File: src/rtl/cordic_atan2_q16_pkg.sv
// cordic_atan2_q16_pkg: shared Q16.16 degree constants, atan_deg table and FSM encoding
package cordic_atan2_q16_pkg;
  localparam logic signed [31:0] DEG_90 = 32'sh005A0000;
  localparam logic signed [31:0] DEG_180 = 32'sh00B40000;
  localparam logic [31:0] CORDIC_K = 32'h00009B75;
  localparam logic [31:0] CORDIC_AN = 32'h0001A592;
  localparam logic [23:0][31:0] ATAN_DEG = {
    32'h00000000, 32'h00000001, 32'h00000002, 32'h00000004,
    32'h00000007, 32'h0000000E, 32'h0000001D, 32'h00000039,
    32'h00000073, 32'h000000E5, 32'h000001CA, 32'h00000395,
    32'h00000729, 32'h00000E53, 32'h00001CA6, 32'h0000394C,
    32'h00007297, 32'h0000E52A, 32'h0001CA38, 32'h0003938B,
    32'h00072001, 32'h000E0947, 32'h001A90A7, 32'h002D0000
  };
  typedef enum logic [1:0] {S_IDLE, S_PREROT, S_ITER, S_OUT} state_t;
endpackage

File: src/rtl/cordic_atan2_q16_if.sv
// cordic_atan2_q16_if: start/done request bundle with operands and results
interface cordic_atan2_q16_if;
  logic start;
  logic [31:0] x_in;
  logic [31:0] y_in;
  logic [31:0] angle_deg;
  logic [31:0] magnitude;
  logic busy;
  logic done;
  modport master(output start, x_in, y_in, input angle_deg, magnitude, busy, done);
  modport slave(input start, x_in, y_in, output angle_deg, magnitude, busy, done);
endinterface

File: src/rtl/cordic_atan_deg_rom.sv
// cordic_atan_deg_rom: index -> atan(2^-i) in Q16.16 degrees, combinational
module cordic_atan_deg_rom
  import cordic_atan2_q16_pkg::*;
(
  input logic [4:0] idx,
  output logic [31:0] deg
);
  assign deg = idx < 5'd24 ? ATAN_DEG[idx] : '0;
endmodule

File: src/rtl/cordic_atan2_q16.sv
// cordic_atan2_q16: iterative vectoring CORDIC, atan2 in Q16.16 degrees plus magnitude
// CORDIC_MAG_COMP_EN scales the magnitude by 1/An so it reports true vector length
module cordic_atan2_q16
  import cordic_atan2_q16_pkg::*;
#(
  parameter int ITERATIONS = 16,
  parameter int GUARD = 2
) (
  input logic clk,
  input logic rst,
  cordic_atan2_q16_if.slave bus
);
  localparam int W = 32 + GUARD;
  state_t state, state_n;
  logic [4:0] cnt;
  logic signed [W-1:0] x, y, dx, dy;
  logic signed [31:0] z, z_out;
  logic [31:0] atan_i, mag_n, angle_q, mag_q;
  logic zero, done_q, accept, last, neg_x, neg_y;
  cordic_atan_deg_rom rom (.idx(cnt), .deg(atan_i));
  assign accept = state == S_IDLE && bus.start && !done_q;
  assign last = cnt == 5'(ITERATIONS - 1);
  assign dx = x >>> cnt;
  assign dy = y >>> cnt;
  assign neg_x = x[W-1];
  assign neg_y = y[W-1];
  // a null vector never rotates toward y=0, so z would drift to sum(atan); force 0
  assign z_out = zero ? '0 : (z <= -DEG_180 || z > DEG_180) ? DEG_180 : z;
`ifdef CORDIC_MAG_COMP_EN
  assign mag_n = 32'(({{17{x[W-1]}}, x} * (W + 17)'(CORDIC_K)) >> 16);
`else
  assign mag_n = x[31:0];
`endif
  always_comb begin
    state_n = state == S_IDLE ? (accept ? S_PREROT : S_IDLE) :
              state == S_PREROT ? S_ITER :
              state == S_ITER ? (last ? S_OUT : S_ITER) : S_IDLE;
  end
  always_ff @(posedge clk or posedge rst) begin
    if (rst) state <= S_IDLE;
    else state <= state_n;
  end
  always_ff @(posedge clk or posedge rst) begin
    if (rst) begin
      x <= '0;
      y <= '0;
      z <= '0;
      cnt <= '0;
      zero <= 1'b0;
      angle_q <= '0;
      mag_q <= '0;
      done_q <= 1'b0;
    end else begin
      done_q <= state == S_OUT;
      if (accept) begin
        x <= W'($signed(bus.x_in));
        y <= W'($signed(bus.y_in));
      end
      if (state == S_PREROT) begin
        x <= neg_x ? (neg_y ? -y : y) : x;
        y <= neg_x ? (neg_y ? x : -x) : y;
        z <= neg_x ? (neg_y ? -DEG_90 : DEG_90) : '0;
        zero <= x == '0 && y == '0;
        cnt <= '0;
      end
      if (state == S_ITER) begin
        x <= neg_y ? x - dy : x + dy;
        y <= neg_y ? y + dx : y - dx;
        z <= neg_y ? z - $signed(atan_i) : z + $signed(atan_i);
        cnt <= cnt + 5'd1;
      end
      if (state == S_OUT) begin
        angle_q <= z_out;
        mag_q <= mag_n;
      end
    end
  end
  assign bus.busy = state != S_IDLE;
  assign bus.done = done_q;
  assign bus.angle_deg = angle_q;
  assign bus.magnitude = mag_q;
endmodule

File: src/flat_wrapper.sv
// flat-port wrapper written by rule: the top's interface ports become plain ports
module cordic_atan2_q16_flat import cordic_atan2_q16_pkg::*;
#(
  parameter int ITERATIONS = 16,
  parameter int GUARD = 2
)
  (clk, rst, bus_start, bus_x_in, bus_y_in, bus_angle_deg, bus_magnitude, bus_busy, bus_done);
  cordic_atan2_q16_if bus_i ();
  input logic clk;
  input logic rst;
  input wire logic [$bits(bus_i.start)-1:0] bus_start;
  input wire logic [$bits(bus_i.x_in)-1:0] bus_x_in;
  input wire logic [$bits(bus_i.y_in)-1:0] bus_y_in;
  output wire logic [$bits(bus_i.angle_deg)-1:0] bus_angle_deg;
  output wire logic [$bits(bus_i.magnitude)-1:0] bus_magnitude;
  output wire logic [$bits(bus_i.busy)-1:0] bus_busy;
  output wire logic [$bits(bus_i.done)-1:0] bus_done;
  assign bus_i.start = bus_start;
  assign bus_i.x_in = bus_x_in;
  assign bus_i.y_in = bus_y_in;
  assign bus_angle_deg = bus_i.angle_deg;
  assign bus_magnitude = bus_i.magnitude;
  assign bus_busy = bus_i.busy;
  assign bus_done = bus_i.done;
  cordic_atan2_q16 #(.ITERATIONS(ITERATIONS), .GUARD(GUARD)) u_core (.clk(clk), .rst(rst), .bus(bus_i));
endmodule
File: config.mk
export PLATFORM = sky130hd
export DESIGN_NAME = cordic_atan2_q16_flat
export DESIGN_NICKNAME = d
export VERILOG_FILES = /design/src/rtl/cordic_atan2_q16_pkg.sv /design/src/rtl/cordic_atan2_q16_if.sv /design/src/rtl/cordic_atan_deg_rom.sv /design/src/rtl/cordic_atan2_q16.sv /design/src/flat_wrapper.sv
export SDC_FILE = /design/constraint.sdc
export NUM_CORES = 1
export LEC_CHECK = 0
export BUFFER_PORTS_ARGS = -buffer_cell sky130_fd_sc_hd__buf_2
export CORE_MARGIN = 2
export CORE_UTILIZATION = 60
export CTS_CLUSTER_DIAMETER = 100
export DETAILED_ROUTE_END_ITERATION = 10
export PLACE_DENSITY_LB_ADDON = 0.05
export SETUP_SLACK_MARGIN = 0.4
export SLEW_MARGIN = 30
export SYNTH_ARGS = -nofsm -noshare
export SYNTH_HDL_FRONTEND = slang
export SYNTH_SLANG_ARGS = --single-unit
File: constraint.sdc
create_clock -name clk -period 8.5 [get_ports clk]
set_input_delay 0.85 -clock clk [delete_from_list [all_inputs] [get_ports clk]]
set_output_delay 0.85 -clock clk [all_outputs]
set_load 0.05 [all_outputs]
# Yosys cells after proc, flatten, opt, wreduce, memory -nomap -nowiden

Memory sizes are Yosys's and may differ from the RTL's.
Index checks and enable logic that the tools add are counted.
Widths: inputs -> output; s select.

Mux-type cells: 28
Div/mod/pow operators: 0
Add/sub/neg operators: 9
$mul: 0
Shifts and indexed selects: 2
Bitwise operators: 0
Reductions and logical operators: 12
Eq/ne operators: 5
$lt $le $gt $ge: 4

Operators with widths:

| operator             | number |
|---|---|
| $mux 34              | 12 |
| $mux 32              | 9 |
| $add 34x34->34       | 2 |
| $logic_not 34->1     | 2 |
| $neg 34->34          | 2 |
| $sshr 34x5->34       | 2 |
| $sub 34x34->34       | 2 |
| $add 32x32->32       | 1 |
| $gt 32x25->1 const B | 1 |
| $le 32x25->1 const B | 1 |
| $sub 32x32->32       | 1 |
| $mux 5               | 2 |
| $lt 5x6->1 const B   | 1 |
| $mux 2               | 3 |
| $add 5x1->5 const B  | 1 |
| $eq 5x4->1 const B   | 1 |
| $lt 5x5->1 const B   | 1 |
| $eq 2x2->1 const B   | 2 |
| $reduce_bool 2->1    | 2 |
| $logic_and 1x1->1    | 3 |
| $ne 3x2->1 const B   | 1 |
| $reduce_bool 3->1    | 1 |
| $eq 2x1->1 const B   | 1 |
| $logic_not 2->1      | 1 |
| 4 further kinds      | 5 |

Register bits after elaboration: 173
Memories: 1
Word-level logic and storage cells: 71
Bits in latches: 0
Bits in writable memories: 0
Output and inout bits: 66
Input bits: 67
Bits in read-only memories: 1024

Memory list:

| name            | words | bits a word | rd ports | clocked after memory_dff | wr ports | line                     | RTL |
|---|---|---|---|---|---|---|---|
| (no name shown) | 32    | 32          | 1        | 0                        | 0        | cordic_atan_deg_rom.sv:8 | `assign deg = idx < 5'd24 ? ATAN_DEG[idx] : '0;` |

# Depth between registers and ports, before layout

Gate-level depths: netlist of run 1.

Word-level depth: 6
Mapped depth: 31
Mapped depth without buffers: 25

# Cells and area by module

From an unflattened synthesis of run 1, not the netlist that was laid out.

Cell total of the unflattened synthesis: 2710
Area, all modules: 22014.9 sq um

By module, submodules not included:

| module              | cells each | area each (sq um) | instances |
|---|---|---|---|
| cordic_atan2_q16    | 2602       | 21296.7           | 1 |
| cordic_atan_deg_rom | 108        | 718.2             | 1 |

# Worst setup path before layout of run 1

Ideal clock, no wire load.

Kind: register to register
Start: reg u_core.cnt[0]
End: reg u_core.z[21]
Cell stages (with the launch flop): 27
Clock period less this slack: 6.018 ns
Arrival time: 5.899 ns
Data required time: 8.381 ns
Setup slack: 2.482 ns
Library setup time: 0.119 ns
Cell sequence: dfrtp_1 buf_6 buf_6 inv_1 buf_4 buf_2 buf_2 ha_1 mux4_2 nor2_1 a21oi_1 and3_1 nor3b_1 or2_2 clkbuf_1 xor2_1 ha_1 or4_1 a2111oi_0 nor3_1 a211o_1 a21oi_1 o21bai_1 a211oi_1 xnor2_1 a21oi_1 nor2_1

Word-level cells in the longest chain between the ends: 6
Elaborated cells on any way between the ends: 8
Those cells by class: add/sub (2); order compare (1); mux (4); memory (1)

RTL lines:

| what                                             | line                     | RTL |
|---|---|---|
| start: declaration                               | cordic_atan2_q16.sv:15   | `logic [4:0] cnt;` |
| start signal: assignment                         | cordic_atan2_q16.sv:70   | `cnt <= cnt + 5'd1;` |
| $mem_v2 32x32                                    | n/a                      |  |
| $mux 32 (implied by the code)                    | cordic_atan_deg_rom.sv:8 |  |
| $mux 32 (*)                                      | cordic_atan_deg_rom.sv:8 |  |
| $add 32x32->32 or $sub 32x32->32 (tied branches) | cordic_atan2_q16.sv:69   | `z <= neg_y ? z - $signed(atan_i) : z + $signed(atan_i);` |
| $mux 32 (*)                                      | cordic_atan2_q16.sv:69   |  |
| $mux 32 (*)                                      | cordic_atan2_q16.sv:66   | `if (state == S_ITER) begin` |
| end signal: assignment                           | cordic_atan2_q16.sv:62   | `z <= neg_x ? (neg_y ? -DEG_90 : DEG_90) : '0;` |
| end signal: assignment                           | cordic_atan2_q16.sv:69   |  |
| end: declaration                                 | cordic_atan2_q16.sv:17   | `logic signed [31:0] z, z_out;` |

Mark *: on every way between the ends. The rest lies on a longest branch, timed or not. The select of a mux whose other input is x is not followed.
A chain may end at the register's enable or synchronous reset.

# Final worst setup path of run 1

Start: reg u_core.cnt[0]
End: reg u_core.x[30]

Word-level cells in the longest chain between the ends: 4
Elaborated cells on any way between the ends: 5
Those cells by class: add/sub (2); shift (1); mux (2)

RTL lines:

| what                                             | line                   | RTL |
|---|---|---|
| $sshr 34x5->34 (*)                               | cordic_atan2_q16.sv:24 | `assign dy = y >>> cnt;` |
| $add 34x34->34 or $sub 34x34->34 (tied branches) | cordic_atan2_q16.sv:67 | `x <= neg_y ? x - dy : x + dy;` |
| $mux 34 (*)                                      | cordic_atan2_q16.sv:67 |  |
| $mux 34 (*)                                      | cordic_atan2_q16.sv:66 |  |
| end signal: assignment                           | cordic_atan2_q16.sv:56 | `x <= W'($signed(bus.x_in));` |
| end signal: assignment                           | cordic_atan2_q16.sv:60 | `x <= neg_x ? (neg_y ? -y : y) : x;` |
| end signal: assignment                           | cordic_atan2_q16.sv:67 |  |
| end: declaration                                 | cordic_atan2_q16.sv:16 | `logic signed [W-1:0] x, y, dx, dy;` |

Mark *: on every way between the ends. The rest lies on a longest branch, timed or not.

==> metrics.md, run 1 <==
| Metric | Value |
|---|---|
| Status | finished clean |
| Post-synth EDFFs | 0 |
| Cell chain of the critical path | buf_4 > mux4_1 > mux2_1 > mux2_2 > a21oi_1 > ha_1 > nand4_1 > nor3_1 > and2_1 > a21oi_1 > xor2_1 > ha_1 > a21o_1 > a21oi_1 > o21ai_0 > a21oi_1 > o21ai_0 > a41oi_1 > o21ai_0 > a21oi_1 > mux2i_1 > o21ai_0 |
| Arrival time at the worst endpoint | 7650 ps |
| Largest stage delay, worst path | 870 ps |
| Final slew viol count | 0 |
| I/O Pins | 133 |
| Clk slew on worst S/H paths | 80 ps |
| CTS tree | built |
| Crit start category | flop |
| Vias in the first global route | 20,877 |
| Post-CTS Resized | 0 |
| Slew @ Worst Pin | 1030 ps |
| Final net count | 2,849 |
| Initial Utilization | 0.611 |
| Sequential cell area | 0.00435 mm² |
| Max Root-Sink Buffers | 2 |
| Antenna fix cells | 0 |
| Final count of negative-setup-slack endpoints | 0 |
| CTS buffer count | 17 |
| Area growth syn-to-layout | 5.17% |
| Die area | 0.0378 mm² |
| Die height | 195 µm |
| Peak Freq | 0.137 GHz |
| Core area | 0.0357 mm² |
| Mapped Cells | 2,701 |
| IO buf count | 132 |
| Yosys warns | 0 |
| Layout Utilization | 0.643 |
| First DRT Iteration DRCs | 2,437 |
| Worst Path Max Fanout | 50 |
| Vias | 21,683 |
| Final worst path period share | 0.860 |
| Drt via density | 6.91 |
| Layout cells sized above 1 | 0.155 |
| Mapped Area | 0.0218 mm² |
| Die Wd | 195 µm |
| Top FF cell, synth | dfrtp_1 |
| Critical path's most frequent cell | a21oi_1 |
| Hold_buf cts | 0 |
| Fin. Hold Viols | 0 |
| H-tree levels | 4 |
| Setup tns final | 0 ps |
| Final Cell Area | 0.0229 mm² |
| Area of the multi-input gates | 0.0161 mm² |
| WHS | 379 ps |
| Slowest library cell on the worst path | dfrtp_4 |
| DRT Pass-1 Iters | 8 |
| Fillers | 3,113 |
| Min Tclk post-route | 7310 ps |
| Slew HR | 0.310 |
| RSZ-0062 raised after global routing | no |
| Ys async rst share | 1.00 |
| Pin count of the biggest net entering global routing | 85 |
| Avg Inst Size Synth | 8.07 µm² |
| CTS Sinks | 173 |
| Placed inst area | 0.0223 mm² |
| Total grt overflow | 0 |
| Initial antenna violation count | 0 |
| Worst Skew | 10.3 ps |
| Max-Cap Viols | 0 |
| Net Count, Synth | 2,888 |
| Reg2Reg Setup Slack | 1190 ps |
| Distinct cells, synth | 105 |
| Worst Setup End Kind | flop |
| Total Routed Length | 75,900 µm |
| Sequential element share of the synthesized area | 0.199 |
| First-pass GRT wire length | 118,000 µm |
| Placed wire-length estimate | 55,800 µm |
| Setup CP Type | flop to flop |
| Drt drc | 0 |
| Yosys reg bits | 173 |
| CTS Root Buffer Type | clkbuf_16 |
| Total GRT Usage | 0.398 |
| Avg WL per Cell | 24.2 µm |
| Routed Antenna Nets | 0 |
| Min-delay worst type | input port to async pin |
| Floorplan row count | 69 |
| R2r endpoint | u_core.x[30]$_DFFE_PP0P_ |
| Clk_lat worst skew | 480 ps |
| FF-to-FF path depth | 22 |
| Gpl congestion | 1.03 |
| Reg2reg start | u_core.cnt[0]$_DFFE_PP0P_ |
| Worst EP required | 8840 ps |
| Post-CTS Setup Repair Bufs | 0 |
## cells by family (layout without fill, tap and decap cells)
group | Yosys count | count (layout) | share of synthesized area
compound gates | 830 | 830 | 0.244
simple gates | 822 | 822 | 0.180
buf+inv | 326 | 300 | 0.0651
mux | 224 | 224 | 0.159
xor+xnor | 206 | 206 | 0.0828
flops | 173 | 173 | 0.199
fa+ha+maj | 120 | 120 | 0.0700
## cell usage after synthesis (all sizes together), types with 8 or more instances
cell	n	area [µm²]
clkbuf	153	574
or3	23	144
or4	14	109
nand4	19	140
buf	72	465
nand3	51	255
nor4	18	128
o211ai	15	118
dfrtp	173	4330
o31ai	24	185
and3	20	125
nand2	255	960
a22o	10	87.6
xor2	82	718
xnor2	124	1090
inv	99	372
nor2b	23	144
o21bai	17	128
a21oi	232	1170
a311oi	8	70.1
a21o	51	383
o21a	14	105
o22ai	43	275
ha	117	1460
nor3	53	287
a221oi	18	175
mux4	90	2030
a31oi	32	200
nor2	243	917
a211o	8	70.1
nand2b	28	175
a31o	9	78.8
mux2i	73	734
and2	36	226
o21ai	203	1020
or2	13	81.3
a22oi	13	97.6
mux2	61	694
a211oi	61	490
## critical path, delay by kind of cell, from the launching register on
| family | cells | cell delay, ps |
|---|---|---|
| buffers and inverters | 1 | 470 |
| muxes | 4 | 1600 |
| xor gates and xnor gates | 1 | 190 |
| AOI/OAI and AO/OA | 11 | 2580 |
| and+or+nand+nor | 3 | 840 |
| adders and majority gates | 2 | 590 |
| DFF | 1 | 870 |
## state kept, by name, indices dropped and copies added, names as in the netlist
name	cells
u_core.y	34
u_core.x	34
u_core.cnt	5
u_core.state	2
u_core.bus.done	1
u_core.bus.angle_deg	32
u_core.z	32
u_core.zero	1
u_core.bus.magnitude	32
## per-stage QoR
stage | setup slack (ps) | instances
2_1_floorplan | 2480 | 2701
3_3_place_gp | 1600 | 3103
3_5_place_dp | 1380 | 3103
4_1_cts | 1330 | 3135
5_1_grt | 576 | 3136
6_report | 1190 | 3136
## final cells by class
type | instances | share of cell area
multi-input combinational | 2202 | 0.702
sequential | 173 | 0.190
timing repair buffer | 167 | 0.0417
tap | 461 | 0.0252
clock buffer | 20 | 0.0195
inverter | 101 | 0.0168
clock inverter | 12 | 0.00519
## per-layer routing
metal | wire, µm | vias up | global-route usage
li1 | - | 9831 | -
met1 | 28700 | 10344 | 0.481
met2 | 34500 | 1198 | 0.636
met3 | 7520 | 310 | 0.102
met4 | 5230 | 0 | 0.248
met5 | 0 | - | 0
## worst max-delay path by stage
stage / startpoint / to / slack [ps] / depth (start not counted)
after floorplan: u_core.cnt[0]$_DFFE_PP0P_ / u_core.z[21]$_DFFE_PP0P_ / 2480 / 26
after CTS: u_core.cnt[0]$_DFFE_PP0P_ / u_core.x[30]$_DFFE_PP0P_ / 1330 / 22
final: u_core.cnt[0]$_DFFE_PP0P_ / u_core.x[30]$_DFFE_PP0P_ / 1190 / 22
after global routing: u_core.cnt[0]$_DFFE_PP0P_ / u_core.x[30]$_DFFE_PP0P_ / 580 / 22
after global placement: u_core.cnt[0]$_DFFE_PP0P_ / u_core.x[30]$_DFFE_PP0P_ / 1600 / 22
after detailed placement: u_core.cnt[0]$_DFFE_PP0P_ / u_core.x[30]$_DFFE_PP0P_ / 1380 / 22
## cell usage in the layout (no fill, tap or decap), types with 20 or more instances in the layout
cell / count
buf_4: 32
mux4_2: 89
a211oi_1: 55
o31ai_1: 23
nand2b_1: 28
o22ai_1: 42
inv_1: 96
nor2b_1: 23
nand3_1: 51
mux2i_1: 72
dfrtp_1: 167
a31oi_1: 32
xnor2_1: 124
mux2_2: 56
nand2_1: 254
or3_1: 23
ha_1: 114
nor3_1: 49
and2_1: 35
nor2_1: 241
buf_2: 132
a21oi_1: 230
a21o_1: 51
and3_1: 20
o21ai_0: 194
xor2_1: 82
Power of run 1 is not shown: default switching activity piles up to over one toggle a cycle in this logic, so the estimate is an artifact.
==> run 2: changes to the inputs <==
==> constraint.sdc (replaced) <==
create_clock -name clk -period 8.5 [get_ports clk]
set_input_delay 0.425 -clock clk [delete_from_list [all_inputs] [get_ports clk]]
set_output_delay 0.425 -clock clk [all_outputs]
set_load 0.05 [all_outputs]
==> run 2 against run 1 <==
Against the previous run:
- via count about the same
- critical endpoint unchanged
- routed wire length up 0.19%
- setup slack worse by 16 ps
- count of clock-buffer cells in the layout unchanged
==> metrics.md, run 2 (synthesis results as in run 1) <==
| Metric | Value |
|---|---|
| CP Buf/Inv Count | 1 |
| Gpl congestion | 1.03 |
| RSZ-0062 raised after global routing | no |
| Critical path's most frequent cell | a21oi_1 |
| First-pass GRT wire length | 118,000 µm |
| Slew @ Worst Pin | 1050 ps |
| Crit start category | flop |
| Drt drc | 0 |
| Final slew viol count | 0 |
| Worst Skew | 10.3 ps |
| Die Wd | 195 µm |
| Core area | 0.0357 mm² |
| Floorplan row count | 69 |
| Clk slew on worst S/H paths | 80 ps |
| Min-delay worst type | input port to flop |
| Pin count of the biggest net entering global routing | 85 |
| Arrival time at the worst endpoint | 7670 ps |
| Min Tclk post-route | 7330 ps |
| Drt via density | 6.92 |
| Largest stage delay, worst path | 870 ps |
| Worst Setup End Kind | flop |
| Biggest regs | u_core.x x34, u_core.y x34 |
| H-tree levels | 4 |
| First DRT Iteration DRCs | 2,525 |
| CTS buffer count | 17 |
| Fin. Hold Viols | 0 |
| Area growth syn-to-layout | 5.23% |
| Status | finished clean |
| CTS Root Buffer Type | clkbuf_16 |
| Slew HR | 0.294 |
| I/O Pins | 133 |
| Vias | 21,701 |
| Placed wire-length estimate | 55,800 µm |
| Cell family with most CP delay | compound AO/OA/AOI/OAI gates |
| Initial Utilization | 0.611 |
| Total GRT Usage | 0.398 |
| Setup CP Type | flop to flop |
| Most frequent cells in the layout | nand2_1, nor2_1, a21oi_1 |
| Cell chain of the critical path | buf_4 > mux4_1 > mux2_1 > mux2_2 > a21oi_1 > ha_1 > nand4_1 > nor3_1 > and2_1 > a21oi_1 > xor2_1 > ha_1 > a21o_1 > a21oi_1 > o21ai_0 > a21oi_1 > o21ai_0 > a41oi_1 > o21ai_0 > a21oi_1 > mux2i_1 > o21ai_0 |
| Routed Antenna Nets | 0 |
| Final count of negative-setup-slack endpoints | 0 |
| Final worst path period share | 0.862 |
| Initial antenna violation count | 0 |
| Total Routed Length | 76,000 µm |
| CTS tree | built |
| Post-CTS Setup Repair Bufs | 0 |
| CTS Sinks | 173 |
| DRT Pass-1 Iters | 7 |
| IO buf count | 132 |
| Slowest library cell on the worst path | dfrtp_4 |
| Setup tns final | 0 ps |
| Vias in the first global route | 20,877 |
| Final net count | 2,850 |
| Max Root-Sink Buffers | 2 |
| Peak Freq | 0.136 GHz |
| Avg WL per Cell | 24.2 µm |
| Fillers | 3,112 |
| Die area | 0.0378 mm² |
| Die height | 195 µm |
| Post-CTS Resized | 0 |
| Worst Path Max Fanout | 50 |
| Hold_buf cts | 1 |
| Commonest non-fill, non-tap cell in the layout | nand2_1 |
| Max-Cap Viols | 0 |
| Layout cells sized above 1 | 0.155 |
| Clk_lat worst skew | 480 ps |
| Total grt overflow | 0 |
| Worst EP required | 8840 ps |
[run 2: cell types whose count changed in the layout (fill, tap and decap cells not counted), sizes merged]
cell,previous run,this run
dlygate4sd3,0,1
diode,0,1
[run 2: area by class of cell]
cell class                      instances  area (µm²)  area share
Antenna cell                            1        2.50    0.000109
Clock buffer                           20         447      0.0195
Clock inverter                         12         119     0.00519
Inverter                              101         385      0.0168
Multi-Input combinational cell       2202       16100       0.701
Sequential cell                       173        4350       0.190
Tap cell                              461         577      0.0252
Timing Repair Buffer                  168         966      0.0421
[run 2: final timing paths]
kind	depth (start not counted)	startpoint	end	slack (ps)
hold reg to reg	1	u_core.bus.magnitude[12]$_DFFE_PP0P_	u_core.bus.magnitude[12]$_DFFE_PP0P_	500
hold / removal	3	bus_x_in[17]	u_core.x[17]$_DFFE_PP0P_	310
setup / recovery	22	u_core.cnt[0]$_DFFE_PP0P_	u_core.x[30]$_DFFE_PP0P_	1170
max in group asynchronous	4	rst	u_core.bus.angle_deg[11]$_DFFE_PP0P_	6730
min in group asynchronous	3	rst	u_core.bus.magnitude[13]$_DFFE_PP0P_	500
setup reg to reg	22	u_core.cnt[0]$_DFFE_PP0P_	u_core.x[30]$_DFFE_PP0P_	1170
[run 2: through the flow]
step	worst slack, ps	hold WS [ps]	utilization	cells	cell area (µm²)
finish	1170	311	0.643	3138	22900
detailed placement	1380	479	0.626	3103	22300
global placement	1600	474	0.626	3103	22300
floorplan	2480	472	-	2701	21800
CTS	1330	310	0.642	3136	22900
global route	576	321	0.643	3137	22900
[run 2: layer usage]
metal  global-route usage  vias to the layer above  share of wire
met2                0.636                     1169           0.45
met1                0.481                    10354           0.38
met5                    0                        -              0
li1                     -                     9845              -
met3                0.102                      333          0.096
met4                0.248                        0          0.073
[run 2: tightest hold or removal path: stages]
cell      delay [ps]
buf_2             80
a221oi_1          70
o31ai_1          180
Power of run 2 is left out for the same reason.
